$ cat config.mk
export PLATFORM = sky130hd
export DESIGN_NAME = core_boot_status_responder
export DESIGN_NICKNAME = d
export VERILOG_FILES = /design/src/rtl/core_boot_status_responder.sv
export SDC_FILE = /design/constraint.sdc
export NUM_CORES = 1
export LEC_CHECK = 0
export CORE_ASPECT_RATIO = 0.6
export CORE_UTILIZATION = 41
export DETAILED_ROUTE_END_ITERATION = 10
export GPL_ROUTABILITY_DRIVEN = 0
export MAX_ROUTING_LAYER = met4
export PLACE_DENSITY = 0.78
export SETUP_SLACK_MARGIN = 0.05
export SYNTH_ARGS = -nofsm -noshare
export SYNTH_HDL_FRONTEND = slang
export SYNTH_SLANG_ARGS = --single-unit
export TNS_END_PERCENT = 1
$ cat constraint.sdc
create_clock -name bridge_clk -period 1.5 [get_ports bridge_clk]
set_input_delay 0.225 -clock bridge_clk [delete_from_list [all_inputs] [get_ports bridge_clk]]
set_output_delay 0.225 -clock bridge_clk [all_outputs]
set_load 0.02 [all_outputs]
$ cat src/rtl/core_boot_status_responder.sv
// Boot status responder, bridge clock domain.
//
// Watches the ready-to-run valid from the upstream stage and answers host
// status requests with a boot status word. When the host accepts a "ready"
// status, it pulses rtr_done once and sets the sticky running flag.
//
// Ports:
//   bridge_clk  - clock; all logic runs on its rising edge
//   reset       - synchronous, active-high reset
//   rtr_valid   - ready-to-run valid from the upstream stage
//   rtr_done    - one-cycle pulse when the handshake is complete
//   cmd_valid   - host command present
//   cmd_opcode  - host command opcode
//   cmd_ready   - block can accept a command this cycle
//   rsp_valid   - response word present
//   rsp_status  - response status word
//   rsp_ready   - host accepts the response
//   running     - sticky; core released to run
module core_boot_status_responder #(
  parameter int unsigned STABLE_CYCLES = 16,
  parameter logic [15:0] OPC_STATUS    = 16'h0000,
  parameter logic [15:0] ST_NOT_READY  = 16'h0001,
  parameter logic [15:0] ST_READY      = 16'h0003,
  parameter logic [15:0] ST_BAD_OPC    = 16'hFFFF
) (
  input  logic        bridge_clk,
  input  logic        reset,
  input  logic        rtr_valid,
  output logic        rtr_done,
  input  logic        cmd_valid,
  input  logic [15:0] cmd_opcode,
  output logic        cmd_ready,
  output logic        rsp_valid,
  output logic [15:0] rsp_status,
  input  logic        rsp_ready,
  output logic        running
);

  typedef enum logic [1:0] {StWait, StStable, StResp, StRun} state_e;

  localparam logic [15:0] StableCnt = 16'(STABLE_CYCLES);

  state_e      state_q, state_d;
  logic [15:0] count_q, count_d;
  logic [15:0] status_q, status_d;
  logic        ready_rsp_q, ready_rsp_d;
  logic        done_q, done_d;
  logic        running_q, running_d;

  logic stable;
  logic accept;
  logic xfer;

  assign stable = (count_q == StableCnt);
  assign accept = cmd_valid & cmd_ready;
  assign xfer   = rsp_valid & rsp_ready;

  // Stability counter; frozen once the core is running.
  always_comb begin
    count_d = count_q;
    if (!running_q) begin
      if (!rtr_valid) begin
        count_d = '0;
      end else if (!stable) begin
        count_d = count_q + 16'd1;
      end
    end
  end

  always_comb begin
    state_d     = state_q;
    status_d    = status_q;
    ready_rsp_d = ready_rsp_q;
    done_d      = 1'b0;
    running_d   = running_q;

    if (accept) begin
      if (cmd_opcode != OPC_STATUS) begin
        status_d = ST_BAD_OPC;
      end else if (state_q == StWait) begin
        status_d = ST_NOT_READY;
      end else begin
        status_d = ST_READY;
      end
      // Only a "ready" answer given before running completes the handshake.
      ready_rsp_d = (cmd_opcode == OPC_STATUS) && (state_q == StStable);
    end

    unique case (state_q)
      StWait: begin
        if (accept) begin
          state_d = StResp;
        end else if (stable) begin
          state_d = StStable;
        end
      end
      StStable: begin
        if (accept) begin
          state_d = StResp;
        end else if (!rtr_valid) begin
          state_d = StWait;
        end
      end
      StResp: begin
        if (xfer) begin
          if (running_q) begin
            state_d = StRun;
          end else if (ready_rsp_q) begin
            // Decision is final even if rtr_valid dropped while pending.
            state_d   = StRun;
            done_d    = 1'b1;
            running_d = 1'b1;
          end else begin
            state_d = stable ? StStable : StWait;
          end
        end
      end
      StRun: begin
        if (accept) begin
          state_d = StResp;
        end
      end
      default: state_d = StWait;
    endcase
  end

  always_ff @(posedge bridge_clk) begin
    if (reset) begin
      state_q     <= StWait;
      count_q     <= '0;
      status_q    <= '0;
      ready_rsp_q <= 1'b0;
      done_q      <= 1'b0;
      running_q   <= 1'b0;
    end else begin
      state_q     <= state_d;
      count_q     <= count_d;
      status_q    <= status_d;
      ready_rsp_q <= ready_rsp_d;
      done_q      <= done_d;
      running_q   <= running_d;
    end
  end

  assign cmd_ready  = (state_q != StResp);
  assign rsp_valid  = (state_q == StResp);
  assign rsp_status = status_q;
  assign rtr_done   = done_q;
  assign running    = running_q;

endmodule

==> run_results.csv <==
group,metric,value,unit
run_status,status,"complete, but fails checks",
run_status,violations,"setup timing",
logic_synthesis,ys_top_cells_by_area,"dfxtp_1 (38%), buf_4 (7.6%), nor2_1 (5.3%)",
routing,route.detailed.drc,0,
sta,setup_violations,2,
cts,clk_path_buf_depth,2,
floorplan,die_h,45.2,um
floorplan,initial_core_util,43.9,%
sta,fmax,0.658,GHz
logic_synthesis,yosysTopAreaCellShare,37.6,%
logic_synthesis,synth_compound_area_share,12.8,%
routing,via_count,1309,
global_routing,grt_max_degree,16,
logic_synthesis,synth_flop_cell,"dfxtp_1",
logic_synthesis,synth_xor_area_share,4.80,%
logic_synthesis,synth_seq_cells,24,
place,port_buffers,40,
routing,wl_per_cell,16.0,um
power_and_ir_drop,powerDensity,710,nW/um^2
logic_synthesis,synthAdderAreaFrac,1.96,%
layout,stdcell_area,1840,um^2
routing,first_iter_violations,84,
routing,viasPerCell,5.57,
place,placed_area,1700,um^2
cts,holdBufCountCts,0,
floorplan,die_w,74.1,um
global_routing,grt_overflow,0,
critical_path,arrival,1710,ps
global_routing,grt_pass1_wl,5620,um
cts,clock_latency,270,ps
logic_synthesis,ys_seq_area_share,37.6,%
logic_synthesis,yosysMostFrequentCell,"dfxtp_1",
sta,hold_viol,0,
sta,worstMarginPinSlew,415,ps
sta,timing.final.ws_setup,-19.0,ps
critical_path,path_max_fanout,6,
logic_synthesis,muxShareOfSynthArea,0.784,%
sta,timing.final.crit_share,101,%
critical_path,critPathLaunch,"count_q[0]",
floorplan,num_rows,15,
critical_path,r2r_slack,-20,ps
critical_path,required,1690,ps
logic_synthesis,postSynthCellCount,153,
place,dp_hpwl,2720,um
logic_synthesis,synth.distinct_cells,35,
global_routing,grt_pass1_vias,1175,
logic_synthesis,yosys_warnings,0,
logic_synthesis,synthArstFlopShare,0,%
power_and_ir_drop,vdd_drop_max,0.000560,V
layout,area_delta_synth_final,43.7,%
floorplan,die_area,3350,um^2
global_routing,track_usage,23.7,%
logic_synthesis,synth_edf_count,0,
worst_hold_path,min_path_type,"reg -> reg",
sta,timing.slew.headroom,72.3,%
cts,cts_sinks,24,
cts,tritoncts,"done",
cts,htree_levels,1,
layout,drive_gt1_share,23.3,%
logic_synthesis,syn_area,1280,um^2
floorplan,io_pins,41,
sta,fin_hold_ws,504,ps
logic_synthesis,yosysTopAreaCell,"dfxtp_1",
logic_synthesis,syn_avg_cell_area,8.35,um^2
routing,wl,3760,um
critical_path,reg2reg_from,"count_q[0]",
sta,slew_viol_final,0,
critical_path,startpoint_type,"flop",
logic_synthesis,synthSimpleGateAreaFrac,29.2,%
global_routing,antenna_found_initial,0,
worst_hold_path,hp-start,"rsp_status[0]",
floorplan,core-area,2910,um^2
logic_synthesis,synth_nets,176,
job,maxCapViolations,0,
sta,period_minus_slack,1520,ps
cts,numCtsBuffers,3,
layout,fin_util,63.1,%
layout,antenna_cells,0,
logic_synthesis,ys_top_cells_by_count,"dfxtp_1 (24), nor2_1 (18), buf_4 (13)",
cts,root_buffer,"clkbuf_8",
layout,nets,218,
sta,rsz0062_at_grt,"yes",
routing,antenna_left,0,
power_and_ir_drop,power.leakage,0.721,nW
cts,clkTransAtPathRegs,80,ps
logic_synthesis,synth_top_family_by_area,"simple AND/OR/NAND/NOR gates",
critical_path,crit_path_end_kind,"flop",
critical_path,path_class,"reg -> reg",
sta,skew,8.15,ps
routing,first_pass_iters,4,
sta,tns,-29.5,ps
## critical path, stage by stage, from the launching register on
cell and delay, ps:
dfxtp_4 410, inv_4 50, ha_4 150, nor4b_4 130
and4_4 220, or3_1 350, a21oi_1 140
## cell families (layout without fill, tap and decap cells)
family	count (synthesis)	count (layout)
adder cells (fa/ha/maj)	2	2
flip-flops	24	24
multiplexers	1	1
buffers and inverters	25	65
XOR/XNOR	7	7
AND/OR/NAND/NOR	67	67
AO/OA/AOI/OAI	27	27
## placed cells by master, fill, tap and decap left out, drive strengths merged, types with 6 or more instances in the layout
cell and n:
dfxtp 24, clkdlybuf4s50 21, dlygate4sd2 19, nor2 18, buf 16, a21oi 9
nand2 9, nand3 9, nor4 6, o21ai 6, nand4 6, xor2 6
inv 6
## state kept, by name (all words and copies together) (netlist names)
register     count
state_q          2
ready_rsp_q      1
rtr_done         1
rsp_status       3
running          1
count_q         16
## layer usage
| layer | routed length [um] | global-route usage [%] |
|---|---|---|
| met5 | 0 | - |
| met4 | 65 | 9.23 |
| met3 | 249 | 5.36 |
| met2 | 1810 | 37.6 |
| met1 | 1630 | 29.6 |
## area by class of cell
class	instances	area (um^2)
Fill cell	246	1070
Multi-Input combinational cell	104	708
Sequential cell	24	512
Timing Repair Buffer	56	497
Tap cell	42	52.6
Clock buffer	3	41.3
Inverter	6	25.0
## worst paths after layout
kind	to	cells past startpoint
setup reg to reg	count_q[0]	6
hold reg to reg	rsp_status[0]	2
setup / recovery	count_q[0]	6
hold / removal	rsp_status[0]	2
## power by group
part	internal [mW]	total, mW	switching [mW]
Combinational	0.134	0.275	0.141
Sequential	0.640	0.658	0.0174
Clock	0.179	0.371	0.191
## timing repair
action	4_1_cts	5_1_grt
setup buffers	0	2
endpoints found under the setup margin	28	10
pin swaps	0	12
cloned	0	0
resized for setup	28	22
## through the flow
step | instances | power, mW | worst slack (ps)
floorplan | 153 | 0.836 | 71.2
global placement | 230 | 0.963 | -205
detailed placement | 230 | 0.973 | -230
CTS | 233 | 1.31 | -68.3
global route | 235 | 1.35 | -55.6
finish | 235 | 1.30 | -19.0
(Power assumes the default switching activity.)
==> RTL change 1, RTL diff (same flow settings) <==
Set the parameter `STABLE_CYCLES` to 15 (it was 16).
--- a/src/rtl/core_boot_status_responder.sv
+++ b/src/rtl/core_boot_status_responder.sv
@@ -17,7 +17,7 @@
 //   rsp_ready   - host accepts the response
 //   running     - sticky; core released to run
 module core_boot_status_responder #(
-  parameter int unsigned STABLE_CYCLES = 16,
+  parameter int unsigned STABLE_CYCLES = 15,
   parameter logic [15:0] OPC_STATUS    = 16'h0000,
   parameter logic [15:0] ST_NOT_READY  = 16'h0001,
   parameter logic [15:0] ST_READY      = 16'h0003,
Function: same outputs for any inputs over 10 cycles, from zero or initial values and one cycle with reset high; that may be too few to reach the edited logic, so the function may still have changed.
==> RTL change 1 against the original RTL <==
The run still ends with negative setup slack left; clock power up 5%; sequential power up 1%; worst setup slack worse by 0.016 ns; sequential cell count unchanged; routed wire length up 11%; first-iteration DRC count up 90%; power up 0.98%; area after synthesis up 8.0%; design area up 9.7%; highest routed layer unchanged.
==> RTL change 1: results (changes against the original RTL) <==
Design Area, Final=0.00201 sq mm (+9.7%); share of layout cells above drive strength 1=28.4% (+5.1 points); routed wire length=4.17 mm (+11%); setup TNS=-0.0348 ns (-0.00522 ns); DPL Wire Length=2.99 mm (+10%); placed cell count=246 (+7.0%); final clock skew=0.00351 ns (-0.00464 ns); H-tree depth=1 (unchanged); Detailed Route Iter0 Violations=160 (+90%); Worst VDD drop=0.000681 V (+22%); # setup viols final=1 (-1); Commonest cells post-synth=dfxtp_1 (24), nor2_1 (19), buf_4 (13); Post-Place Worst Slack=-0.215 ns (+0.0150 ns); Hold WC Path Type=flop to flop; Reg clk slew, reported paths=0.08 ns (about the same); reg-to-reg startpoint=count_q[6]; Synth cell types=39 (+11%); Final #Nets=235 (+7.8%); Post-Syn Instances=160 (+4.6%); worst setup slack after layout=-0.0348 ns (-0.0157 ns); DR vias=1393 (+6.4%); sequential area share after synthesis=34.8% (-2.8 points); vias in the first global route=1211 (+3.1%); failing checks=negative setup slack; Synth area leaders=dfxtp_1 (35%), buf_4 (7.1%), nor2_1 (5.2%), xnor2_1 (5.1%), a21oi_1 (3.6%); syn_nets=182 (+3.4%); Total GRT Usage=22.3% (-1.4 points); first-pass GRT wire length=5.78 mm (+2.8%); Fill cells=256 (+4.1%); relative slew slack=73.6% (+1.3 points); DR vias/cell=5.51 (-1.2%); worst reg2reg path depth=5 (-1); Worst setup endpoint=count_q[3]; clock latency at the later pin of the worst-skew pair=0.27 ns (about the same); outcome=complete, but fails checks; Post-DP Area=0.00188 sq mm (+11%); LEAKAGE=0.783 nW (+8.6%)
==> RTL change 1: area by class of cell <==
class	count	area share, %
clock buffer	3	2.05
inverter	6	1.12
multi-input combinational	111	41.0
sequential	24	24.4
tap	42	2.61
timing repair buffer	67	28.8
==> RTL change 1: timing repair <==
| item | in CTS | in global routing |
|---|---|---|
| setup buffers | 0 | 3 |
| gates cloned | 0 | 1 |
| endpoints found under the hold margin | 0 | 0 |
| pin swaps | 5 | 5 |
| endpoints found under the setup margin | 27 | 16 |
| resized for setup | 29 | 11 |
==> RTL change 1: report_power, final <==
part / switching, mW / internal, mW / total (mW)
sequential: 0.0145 / 0.651 / 0.665
combinational: 0.136 / 0.128 / 0.263
clock: 0.207 / 0.180 / 0.388
total: 0.358 / 0.959 / 1.32
==> RTL change 1: cell families (layout without fill, tap and decap cells) <==
| group | after synthesis | after routing | share of synthesized area [%] |
|---|---|---|---|
| AOI/OAI and AO/OA | 30 | 31 | 15.5 |
| xor gates and xnor gates | 8 | 8 | 5.08 |
| adders and majority gates | 1 | 1 | 0.906 |
| buffers and inverters | 26 | 76 | 11.3 |
| DFF | 24 | 24 | 34.8 |
| muxes | 2 | 2 | 1.45 |
| and+or+nand+nor | 69 | 69 | 30.9 |
==> RTL change 1: worst max-delay path, cell delays in order (launching register included) <==
cell	delay, ns
dfxtp_2	0.37
nor4_4	0.39
buf_4	0.21
a41oi_4	0.16
nand4_1	0.14
mux2i_1	0.19
==> RTL change 1: routing by layer <==
metal  share of wire, %  vias to the layer above  routed length, microns  track usage, %
li1                   -                      677                       -               -
met1                 45                      642                    1860            29.1
met2                 46                       67                    1930            34.8
met3                8.0                        7                     334            6.60
met4               0.96                        0                      40            3.85
met5                  0                        -                       0               -
==> RTL change 1: worst min-delay path by stage <==
stage	startpoint	end	slack, ns
2_1_floorplan	rsp_ready	state_q[1]	0.33
3_3_place_gp	rsp_status[0]	rsp_status[0]	0.47
3_5_place_dp	rsp_status[0]	rsp_status[0]	0.47
4_1_cts	rsp_status[0]	rsp_status[0]	0.49
5_1_grt	rsp_status[0]	rsp_status[0]	0.51
6_report	rsp_status[0]	rsp_status[0]	0.48
==> RTL change 2, RTL diff (same settings) <==
Without the edit above. The 4 states of `state_e` get a one-hot encoding in 4 bits.
--- a/src/rtl/core_boot_status_responder.sv
+++ b/src/rtl/core_boot_status_responder.sv
@@ -36,7 +36,7 @@
   output logic        running
 );
 
-  typedef enum logic [1:0] {StWait, StStable, StResp, StRun} state_e;
+  typedef enum logic [3:0] {StWait = 4'b0001, StStable = 4'b0010, StResp = 4'b0100, StRun = 4'b1000} state_e;
 
   localparam logic [15:0] StableCnt = 16'(STABLE_CYCLES);
 
Function: no difference found for any inputs over 10 cycles, from zero or initial values and one cycle with reset high; not proved beyond that.
==> RTL change 2 against the original RTL <==
The flow still finishes with violations (negative setup slack); routed wire length increased by 15%; design area increased by 30%; worst setup slack got worse by 0.11 ns; count of clock-buffer cells in the layout increased by 1; power increased by 24%; sequential cell count increased by 2; combinational power increased by 55%; clock skew decreased by 0.0011 ns; area after synthesis increased by 22%; global-route usage increased by 0.64 points; highest routed layer unchanged.
==> RTL change 2: results (changes against the original RTL) <==
reg2reg end=state_q[3]; Final #Nets=269 (+23%); LEAKAGE=0.976 nW (+35%); final clock skew=0.00700 ns (-0.00115 ns); failing checks=negative setup slack; share of layout cells above drive strength 1=35.5% (+12 points); vias in the first global route=1548 (+32%); Worst VDD drop=0.000403 V (-28%); worst setup slack after layout=-0.125 ns (-0.106 ns); Detailed Route Iter0 Violations=99 (+18%); crit-path max cell delay=0.37 ns (-0.04 ns); relative slew slack=79.3% (+7.0 points); WHS=0.504 ns (+0.000179 ns); Post-Synth Adder-Cell Area=1.61% (-0.35 points); WL/cell=14.9 microns (-6.5%); sequential standard cell area=544 sq um (+6.4%); CP required=1.67 ns (-0.02 ns); Reg clk slew, reported paths=0.09 ns; Compound-Gate Fraction of Synth Area=12.1% (-0.74 points); Commonest cells post-synth=dfxtp_1 (26), buf_4 (14), nor2_1 (14); Post-Syn Instances=180 (+18%); mux cell area share after synthesis=1.37% (+0.59 points); Synth cell types=47 (+34%); multi-input gates=123 (+18%); Post-Layout Cell Count=290 (+23%); Synth area leaders=dfxtp_1 (34%), buf_4 (6.8%), xor2_1 (4.5%), a21oi_1 (4.2%), nand4_1 (4.0%); cell area after synthesis=0.00155 sq mm (+22%); ClkCell Share=2.30% (+0.055 points); Signal buf overhead=31.6% (+4.5 points); # setup viols final=8 (+6); Logic inverters=7 (+1); switch share=27.4% (+0.59 points); Post-DP Area=0.00223 sq mm (+31%); Logic pwr share=26.4% (+5.3 points); Total GRT Usage=24.3% (+0.64 points); Startpoint Class=flop; DR vias/cell=5.40 (-3.1%); sequential power=722 uW (+9.7%); outcome=complete, but fails checks; sequential area share after synthesis=33.5% (-4.1 points); Yosys warning count=0 (unchanged); area delta synth->final=53.8%; CLK BUF=4 (+1); Yosys reg bits=26 (+8.3%); setup TNS=-0.703 ns (-0.673 ns); total power=1.61 mW (+24%); reg-to-reg startpoint=state_q[3]; flop-to-flop setup slack=-0.13 ns (-0.11 ns); Post-Place Worst Slack=-0.270 ns (-0.0401 ns); Fill cells=270 (+9.8%); CP max stage cell=mux2_2; CP Max Fanout=9 (+3)
[RTL change 2: cell types whose count changed after synthesis, moves of 3 or more]
cell	before	now
nor2_1	18	14
nand4_1	6	10
buf_6	0	4
nor4_1	6	9
nor3b_1	0	3
nor4b_1	2	5
a21oi_1	9	13
a31oi_1	5	0
[RTL change 2: routing by layer]
metal | vias up | wire (microns) | global-route usage (%) | share of wire, %
li1 | 770 | - | - | -
met1 | 731 | 2160 | 34.0 | 50
met2 | 62 | 1850 | 35.1 | 43
met3 | 2 | 287 | 6.11 | 6.6
met4 | 0 | 27 | 4.76 | 0.62
met5 | - | 0 | - | 0
[RTL change 2: worst max-delay path, delay by kind of cell, from the launching register on]
kind,cells,cell delay (ns)
flip-flops,1,0.34
multiplexers,1,0.37
AND/OR/NAND/NOR,2,0.50
buffers and inverters,1,0.14
AO/OA/AOI/OAI,1,0.18
